File: config.mk
export PLATFORM = sky130hd
export DESIGN_NAME = float_split_pipe_flat
export DESIGN_NICKNAME = d
export VERILOG_FILES = /design/src/rtl/float_split_pipe_if.sv /design/src/rtl/float_split_pipe.sv /design/src/flat_wrapper.sv
export SDC_FILE = /design/constraint.sdc
export NUM_CORES = 1
export LEC_CHECK = 0
export CELL_PAD_IN_SITES_DETAIL_PLACEMENT = 1
export CELL_PAD_IN_SITES_GLOBAL_PLACEMENT = 1
export CORE_MARGIN = 5
export CORE_UTILIZATION = 43
export DETAILED_ROUTE_END_ITERATION = 6
export PLACE_DENSITY = 0.9
export SYNTH_ARGS = -nofsm -noshare
export SYNTH_HDL_FRONTEND = slang
export SYNTH_SLANG_ARGS = --single-unit
File: constraint.sdc
create_clock -name clk -period 5.2 [get_ports clk]
set_clock_uncertainty 0.15 [all_clocks]
set_input_delay 0.78 -clock clk [delete_from_list [all_inputs] [get_ports clk]]
set_output_delay 0.78 -clock clk [all_outputs]
set_load 0.05 [all_outputs]
File: src/rtl/float_split_pipe_if.sv
// Handshake bus for float_split_pipe: packed float in, split fixed-point fields out.
interface float_split_pipe_if #(
  parameter int unsigned EXP_W  = 8,
  parameter int unsigned MAN_W  = 23,
  parameter int unsigned INT_W  = 24,
  parameter int unsigned FRAC_W = 23
);
  logic                   in_valid;
  logic                   in_ready;
  logic [EXP_W+MAN_W:0]   in_data;
  logic                   out_valid;
  logic                   out_ready;
  logic                   out_sign;
  logic [INT_W-1:0]       out_int;
  logic [FRAC_W-1:0]      out_frac;
  logic [4:0]             out_flags;

  modport slave (
    input  in_valid, in_data, out_ready,
    output in_ready, out_valid, out_sign, out_int, out_frac, out_flags
  );

  modport master (
    output in_valid, in_data, out_ready,
    input  in_ready, out_valid, out_sign, out_int, out_frac, out_flags
  );
endinterface

File: src/rtl/float_split_pipe.sv
// Two-stage IEEE-754 splitter: S1 decodes class/exponent, S2 shifts the significand
// into integer and truncated fraction fields with saturation and an inexact flag.
module float_split_pipe #(
  parameter int unsigned EXP_W  = 8,
  parameter int unsigned MAN_W  = 23,
  parameter int unsigned INT_W  = 24,
  parameter int unsigned FRAC_W = 23
) (
  input  logic              clk,
  input  logic              rst,
  float_split_pipe_if.slave bus
);
  localparam int unsigned SIG_W = MAN_W + 1;
  localparam int unsigned E_W   = EXP_W + 1;
  // LSB weight is 2^-(FRAC_W+MAN_W) after the SIG_W guard bits that catch right-shift losses.
  localparam int unsigned BIG_W = SIG_W + MAN_W + FRAC_W + INT_W;
  localparam int          BIAS  = (2 ** (EXP_W - 1)) - 1;

  logic s1_load_c;
  logic s2_load_c;

  // S1 state
  logic                    s1_valid;
  logic                    s1_sign;
  logic                    s1_nan;
  logic                    s1_inf;
  logic                    s1_zero;
  logic [SIG_W-1:0]        s1_sig;
  logic signed [E_W-1:0]   s1_exp;

  // S2 state (drives the outputs)
  logic                    s2_valid;
  logic                    s2_sign;
  logic [INT_W-1:0]        s2_int;
  logic [FRAC_W-1:0]       s2_frac;
  logic [4:0]              s2_flags;

  // Decode fields of the incoming word
  logic [EXP_W-1:0]        exp_field_c;
  logic [MAN_W-1:0]        man_field_c;
  logic                    sign_field_c;
  logic signed [E_W-1:0]   dec_exp_c;
  logic                    exp_zero_c;
  logic                    exp_ones_c;
  logic                    man_nz_c;

  assign sign_field_c = bus.in_data[EXP_W+MAN_W];
  assign exp_field_c  = bus.in_data[MAN_W +: EXP_W];
  assign man_field_c  = bus.in_data[MAN_W-1:0];
  assign exp_zero_c   = (exp_field_c == '0);
  assign exp_ones_c   = &exp_field_c;
  assign man_nz_c     = |man_field_c;
  assign dec_exp_c    = exp_zero_c ? E_W'(1 - BIAS)
                                   : E_W'({1'b0, exp_field_c}) - E_W'(BIAS);

  // Pipeline advance: a stage loads when empty or when the stage after it moves.
  assign s2_load_c    = !s2_valid || bus.out_ready;
  assign s1_load_c    = !s1_valid || s2_load_c;
  assign bus.in_ready = s1_load_c;

  always_ff @(posedge clk or posedge rst) begin
    if (rst) begin
      s1_valid <= 1'b0;
      s1_sign  <= 1'b0;
      s1_nan   <= 1'b0;
      s1_inf   <= 1'b0;
      s1_zero  <= 1'b0;
      s1_sig   <= '0;
      s1_exp   <= '0;
    end else if (s1_load_c) begin
      s1_valid <= bus.in_valid;
      if (bus.in_valid) begin
        s1_sign <= sign_field_c;
        s1_nan  <= exp_ones_c && man_nz_c;
        s1_inf  <= exp_ones_c && !man_nz_c;
        s1_zero <= exp_zero_c && !man_nz_c;
        s1_sig  <= {!exp_zero_c, man_field_c};
        s1_exp  <= dec_exp_c;
      end
    end
  end

  // S2 shift: significand lands at bit position FRAC_W + e + SIG_W of big_c.
  int                  e_c;
  int                  pos_c;
  logic                ovf_c;
  logic [BIG_W-1:0]    big_c;
  logic                inexact_c;
  logic [INT_W-1:0]    res_int_c;
  logic [FRAC_W-1:0]   res_frac_c;
  logic [4:0]          res_flags_c;

  always_comb begin
    e_c       = int'(s1_exp);
    pos_c     = e_c + int'(FRAC_W) + int'(SIG_W);
    ovf_c     = (e_c >= int'(INT_W));
    big_c     = '0;
    inexact_c = 1'b0;
    if (pos_c >= 0) begin
      big_c     = BIG_W'(s1_sig) << pos_c;
      inexact_c = |big_c[SIG_W+MAN_W-1:0];
    end else begin
      inexact_c = |s1_sig;
    end
  end

  // Class priority picks the special encodings ahead of the shifted result.
  always_comb begin
    res_int_c   = '0;
    res_frac_c  = '0;
    res_flags_c = '0;
    if (s1_nan) begin
      res_flags_c = 5'b10000;
    end else if (s1_inf) begin
      res_int_c   = '1;
      res_frac_c  = '1;
      res_flags_c = 5'b01000;
    end else if (s1_zero) begin
      res_flags_c = 5'b00010;
    end else if (ovf_c) begin
      res_int_c   = '1;
      res_frac_c  = '1;
      res_flags_c = 5'b00100;
    end else begin
      res_int_c   = big_c[SIG_W+MAN_W+FRAC_W +: INT_W];
      res_frac_c  = big_c[SIG_W+MAN_W +: FRAC_W];
      res_flags_c = {4'b0000, inexact_c};
    end
  end

  always_ff @(posedge clk or posedge rst) begin
    if (rst) begin
      s2_valid <= 1'b0;
      s2_sign  <= 1'b0;
      s2_int   <= '0;
      s2_frac  <= '0;
      s2_flags <= '0;
    end else if (s2_load_c) begin
      s2_valid <= s1_valid;
      if (s1_valid) begin
        s2_sign  <= s1_sign;
        s2_int   <= res_int_c;
        s2_frac  <= res_frac_c;
        s2_flags <= res_flags_c;
      end
    end
  end

  assign bus.out_valid = s2_valid;
  assign bus.out_sign  = s2_sign;
  assign bus.out_int   = s2_int;
  assign bus.out_frac  = s2_frac;
  assign bus.out_flags = s2_flags;
endmodule

File: src/flat_wrapper.sv
// flat-port wrapper written by rule: the top's interface ports become plain ports
module float_split_pipe_flat 
#(
  parameter int unsigned EXP_W  = 8,
  parameter int unsigned MAN_W  = 23,
  parameter int unsigned INT_W  = 24,
  parameter int unsigned FRAC_W = 23
)
  (clk, rst, bus_in_valid, bus_in_data, bus_out_ready, bus_in_ready, bus_out_valid, bus_out_sign, bus_out_int, bus_out_frac, bus_out_flags);
  float_split_pipe_if #(.EXP_W(EXP_W), .MAN_W(MAN_W), .INT_W(INT_W), .FRAC_W(FRAC_W)) bus_i ();
  input  logic clk;
  input  logic rst;
  input wire logic [$bits(bus_i.in_valid)-1:0] bus_in_valid;
  input wire logic [$bits(bus_i.in_data)-1:0] bus_in_data;
  input wire logic [$bits(bus_i.out_ready)-1:0] bus_out_ready;
  output wire logic [$bits(bus_i.in_ready)-1:0] bus_in_ready;
  output wire logic [$bits(bus_i.out_valid)-1:0] bus_out_valid;
  output wire logic [$bits(bus_i.out_sign)-1:0] bus_out_sign;
  output wire logic [$bits(bus_i.out_int)-1:0] bus_out_int;
  output wire logic [$bits(bus_i.out_frac)-1:0] bus_out_frac;
  output wire logic [$bits(bus_i.out_flags)-1:0] bus_out_flags;
  assign bus_i.in_valid = bus_in_valid;
  assign bus_i.in_data = bus_in_data;
  assign bus_i.out_ready = bus_out_ready;
  assign bus_in_ready = bus_i.in_ready;
  assign bus_out_valid = bus_i.out_valid;
  assign bus_out_sign = bus_i.out_sign;
  assign bus_out_int = bus_i.out_int;
  assign bus_out_frac = bus_i.out_frac;
  assign bus_out_flags = bus_i.out_flags;
  float_split_pipe #(.EXP_W(EXP_W), .MAN_W(MAN_W), .INT_W(INT_W), .FRAC_W(FRAC_W)) u_core (.clk(clk), .rst(rst), .bus(bus_i));
endmodule
Yosys cells after proc, flatten, opt, wreduce, memory -nomap -nowiden --
Index checks and enable logic that the tools add are counted.
Word-level totals: bits in registers 92, bits of input ports 36, output and inout port bits 55, logic and storage cells 49
Operators by class: add/subtract/negate cells 3, order comparisons 2, shifts and indexed selects 1, multiplexer cells 15, reductions and logical operators 16
Operators by type and width (count):
- $mux W24 | 4
- $mux W94 | 1
- $shl A24 B32 Y94 | 1
- $mux W23 | 4
- $reduce_or A47 Y1 | 1
- $add A32 B6 Y32 const B | 1
- $ge A32 B1 Y1 const B | 1
- $reduce_or A24 Y1 | 1
- $reduce_or A23 Y1 | 1
- $mux W5 | 3
- $add A9 B6 Y10 const B | 1
- $ge A9 B6 Y1 const B | 1
- $mux W9 | 1
- $sub A8 B7 Y9 const B | 1
- $logic_not A8 Y1 | 1
- $reduce_and A8 Y1 | 1
- $logic_not A1 Y1 | 4
- $reduce_and A2 Y1 | 2
- $logic_and A1 B1 Y1 | 3
- $mux W3 | 1
- $logic_or A1 B1 Y1 | 2
- $mux W1 | 1

Logic depth before layout (Yosys ltp) --
word-level depth 9, mapped depth 21, gate-level depth less buffers 16

Least setup slack after synthesis --
No wires, ideal clock.
path kind register to register, start point register u_core.s1_exp[0], end point register u_core.s2_frac[20] (netlist: u_core.bus.out_frac[20]), setup time 0.090 ns, arrival time 4.157 ns, data required time 4.960 ns, setup slack 0.803 ns, stages on the path, launching flop included 19, buffers on the path 4, period minus slack after synthesis 4.397 ns, cells stage by stage dfrtp_1 > buf_2 > buf_6 > inv_1 > clkbuf_1 > ha_1 > nand2b_1 > nand2_1 > xnor2_1 > ha_1 > buf_1 > nor3b_1 > nand3_1 > ha_1 > or4_1 > a211oi_2 > nand4_1 > or2_1 > o221ai_1
On the way: word-level cells in the longest chain between the ends 8, elaborated cells on any way between the ends 10, classes of those cells 2 x add/sub; 2 x order compare; 1 x shift; 5 x mux
Ends and longest elaborated chain:
- start: declaration | line float_split_pipe.sv:29 | logic signed [E_W-1:0] s1_exp;
- start signal: assignment | line float_split_pipe.sv:78 | s1_exp <= dec_exp_c;
- $add A9 B6 Y10 | line float_split_pipe.sv:95 | pos_c = e_c + int'(FRAC_W) + int'(SIG_W);
- $add A32 B6 Y32 | line float_split_pipe.sv:95
- $ge A32 B1 Y1 / $shl A24 B32 Y94 (equally long branches) | line float_split_pipe.sv:99, float_split_pipe.sv:100
- $mux W94 | line float_split_pipe.sv:99 | if (pos_c >= 0) begin
- $mux W23 * | line float_split_pipe.sv:120 | end else if (ovf_c) begin
- $mux W23 * | line float_split_pipe.sv:118 | end else if (s1_zero) begin
- $mux W23 * | line float_split_pipe.sv:114 | end else if (s1_inf) begin
- $mux W23 * | line float_split_pipe.sv:112 | if (s1_nan) begin
- end signal: assignment | line float_split_pipe.sv:143 | s2_frac <= res_frac_c;
- end: declaration | line float_split_pipe.sv:35 | logic [FRAC_W-1:0] s2_frac;
Mark *: on every way between the ends. The rest lies on a longest branch, timed or not. A chain may end at the register's enable or synchronous reset.

Worst setup path in the final report --
start point register u_core.s1_exp[0], end point register u_core.s2_int[11] (netlist: u_core.bus.out_int[11])
On the way: word-level cells in the longest chain between the ends 8, elaborated cells on any way between the ends 10, classes of those cells 2 x add/sub; 2 x order compare; 1 x shift; 5 x mux
Ends and longest elaborated chain:
- $add A9 B6 Y10 | line float_split_pipe.sv:95
- $add A32 B6 Y32 | line float_split_pipe.sv:95
- $ge A32 B1 Y1 / $shl A24 B32 Y94 (equally long branches) | line float_split_pipe.sv:99, float_split_pipe.sv:100
- $mux W94 | line float_split_pipe.sv:99
- $mux W24 * | line float_split_pipe.sv:120
- $mux W24 * | line float_split_pipe.sv:118
- $mux W24 * | line float_split_pipe.sv:114
- $mux W24 * | line float_split_pipe.sv:112
- end signal: assignment | line float_split_pipe.sv:142 | s2_int <= res_int_c;
- end: declaration | line float_split_pipe.sv:34 | logic [INT_W-1:0] s2_int;
Marks and branches as above.

==> impl_metrics.tcl <==
set metrics [dict create \
    status "finished, final reports clean" \
    grt_pass1_vias 6915 \
    fp.dieW_um 138 \
    synth_area_um2 7020 \
    highest_layer "met4" \
    slew_viol_final 0 \
    arrival_ps 4940 \
    portBuffers 90 \
    worstHoldPathType "reg -> reg" \
    dr.pass1.iters 5 \
    netlist_instances 783 \
    p_leak_uw 0.00322 \
    wire_per_inst_um 22.6 \
    htree_num_levels 3 \
    syn2layout_area_growth_pct 19.4 \
    grt_max_degree 60 \
    cts_tree "built" \
    min_period_ps 4790 \
    period_share_pct 92.2 \
    ir_worst_vdd_v 0.000208 \
    wl_met1_um 10400 \
    vias 6807 \
    ioPinCount 91 \
    async_flop_share_pct 100 \
    startpoint "u_core.s1_exp[0]" \
    root_buffer "clkbuf_16" \
    grt_first_pass_wirelength_um 39000 \
    synth_warnings 0 \
    worst_ep_required_time_ps 5350 \
    grtUsageTotal_pct 26.1 \
    maxSlewHeadroom_pct 19.5 \
    crit_chain "buf_4 -> o31ai_1 -> and2_1 -> inv_2 -> ha_1 -> nor3b_1 -> nand3_1 -> ha_1 -> nor4b_1 -> nand3_1 -> a21oi_2 -> nand4_1 -> o22ai_1 -> a221o_1" \
    synth-edff-count 0 \
    path_max_fanout 51 \
    gr-total-overflow 0 \
    worstMarginPinSlew_ps 1210 \
    cts_resized 0 \
    cts_hold_repair.buffers 0 \
    timing.rr.start "u_core.s1_exp[0]" \
    setup_violations 0 \
    cts_buffers 9 \
    cts_num_sinks 92 \
    fp.dieH_um 138 \
    critical_path_buf_inv_count 2 \
    fin_util_pct 52.6 \
    fillCellCount 1860 \
    antenna_left 0 \
    drive_gt1_share_pct 14.3 \
    syn_avg_cell_area_um2 8.97 \
    clkTransAtPathRegs_ps 80 \
    wl_met3_um 1460 \
    gp_congestion 0.965 \
    rsz0062_at_grt "false" \
    start_kind "flip-flop" \
    end_kind "flip-flop" \
    clock_latency_ps 360 \
    power.density_nw_per_um2 489 \
    wl_met2_um 11400 \
    post-cts-setup-buffers 0 \
    antenna_found_initial 0 \
    rows 46 \
    worstHoldStart "u_core.bus.out_flags[3]" \
    seq_area_frac_synth_pct 32.8 \
    synthFlopType "dfrtp_1" \
    finalSetupTns_ps 0 \
    final_nets 888 \
    drcViolationCount 0 \
    via_per_inst 6.41 \
    first_iter_violations 683 \
    critPathTopFamily "simple AND/OR/NAND/NOR gates" \
    p_total_uw 4100 \
    cpPeakStageDelay_ps 530 \
    path_class "reg -> reg" \
    diodes 0 \
    fp.coreArea_um2 15900 \
    crit_slowest_cell "nor3b_1" \
    hpwl_um 18200 \
    finalHoldViolCount 0 \
    drv_cap 0 \
    ys_seq_elements 92 \
    dieArea_um2 19000 \
    clock_path_buffers 2 \
    fmax_ghz 0.209 \
    floorplan.initialDensity_pct 44.1 \
    syn-num-nets 830 \
    wirelength_um 24000 \
    ys_types 70 \
]
-- layout make-up --
| type | count | area (um^2) | area share [%] |
|---|---|---|---|
| multi-input cells | 609 | 4380 | 52.3 |
| flip-flops and latches | 92 | 2300 | 27.5 |
| repair buffers | 109 | 1040 | 12.4 |
| well taps | 216 | 270 | 3.22 |
| clock buffers | 9 | 225 | 2.69 |
| clock inverters | 7 | 82.6 | 0.985 |
| inverters | 20 | 76.3 | 0.910 |
-- Yosys cell counts, types with 17 or more instances --
library cell | number | share of area [%]
mux2_2 | 56 | 9.0
nand2_1 | 63 | 3.4
inv_1 | 18 | 0.96
nor4_1 | 17 | 1.5
dfrtp_1 | 92 | 33
nor2_1 | 44 | 2.4
nor3_1 | 23 | 1.6
a221o_1 | 26 | 3.7
mux2i_1 | 32 | 4.6
a21oi_1 | 59 | 4.2
nand3_1 | 30 | 2.1
clkbuf_1 | 39 | 2.1
o21ai_0 | 71 | 5.1
-- metal layers --
metal  vias to the layer above  global-route usage, %
met2                       288                   42.2
met1                      3363                   35.5
met5                         -                      0
li1                       3104                      -
met3                        52                   3.51
met4                         0                   9.88
-- power by group --
group | internal (uW) | switching, uW
Combinational | 859 | 1540
Clock | 381 | 312
Sequential | 852 | 150
Total | 2090 | 2000
-- stage by stage --
step                area (um^2)  setup slack (ps)  cells  hold WS (ps)
floorplan                  7020               803    783           307
global placement           8080               748   1046           311
detailed placement         8080               509   1046           319
CTS                        8380               484   1062           336
global route               8380              12.0   1062           354
finish                     8380               408   1062           336
-- cells by family (layout without fill, tap and decap cells) --
family | Yosys count | in the layout | synth area share (%)
flip-flops | 92 | 92 | 32.8
multiplexers | 105 | 105 | 18.9
AO/OA/AOI/OAI | 237 | 237 | 22.0
AND/OR/NAND/NOR | 242 | 242 | 17.4
adder cells (fa/ha/maj) | 11 | 11 | 1.96
buffers and inverters | 82 | 145 | 5.01
XOR/XNOR | 14 | 14 | 1.96
-- registers in the layout (all words and copies together) (netlist names), 5 cells and up --
signal / count
u_core.s1_exp: 9
u_core.bus.out_flags: 5
u_core.bus.out_frac: 23
u_core.s1_sig: 24
u_core.bus.out_int: 24
-- worst reg2reg max path, cell delays in order (launching register included) --
cell and delay (ps):
dfrtp_2 410, buf_4 320, o31ai_1 410, and2_1 230, inv_2 50, ha_1 260
nor3b_1 530, nand3_1 150, ha_1 200, nor4b_1 330, nand3_1 190, a21oi_2 530
nand4_1 470, o22ai_1 340, a221o_1 170
-- cell usage in the layout (no fill, tap or decap), types with 19 or more instances in the layout --
cell,Yosys,final
a21oi_1,59,59
a221o_1,26,26
buf_4,1,19
clkdlybuf4s50_1,0,90
dfrtp_1,92,91
mux2_2,56,56
mux2i_1,32,32
nand2_1,63,62
nand3_1,30,30
nor2_1,44,44
nor3_1,23,22
o21ai_0,71,71
-- final timing paths --
kind	end	slack, ps	cells after the start
max in group asynchronous	u_core.s1_exp[0]	3070	3
min in group asynchronous	u_core.bus.out_int[17]	640	2
setup reg to reg	u_core.bus.out_int[11]	410	14
hold reg to reg	u_core.bus.out_flags[3]	340	1
hold / removal	u_core.bus.out_flags[3]	340	1
setup / recovery	u_core.bus.out_int[11]	410	14
Power figures use the tool's default switching activity.
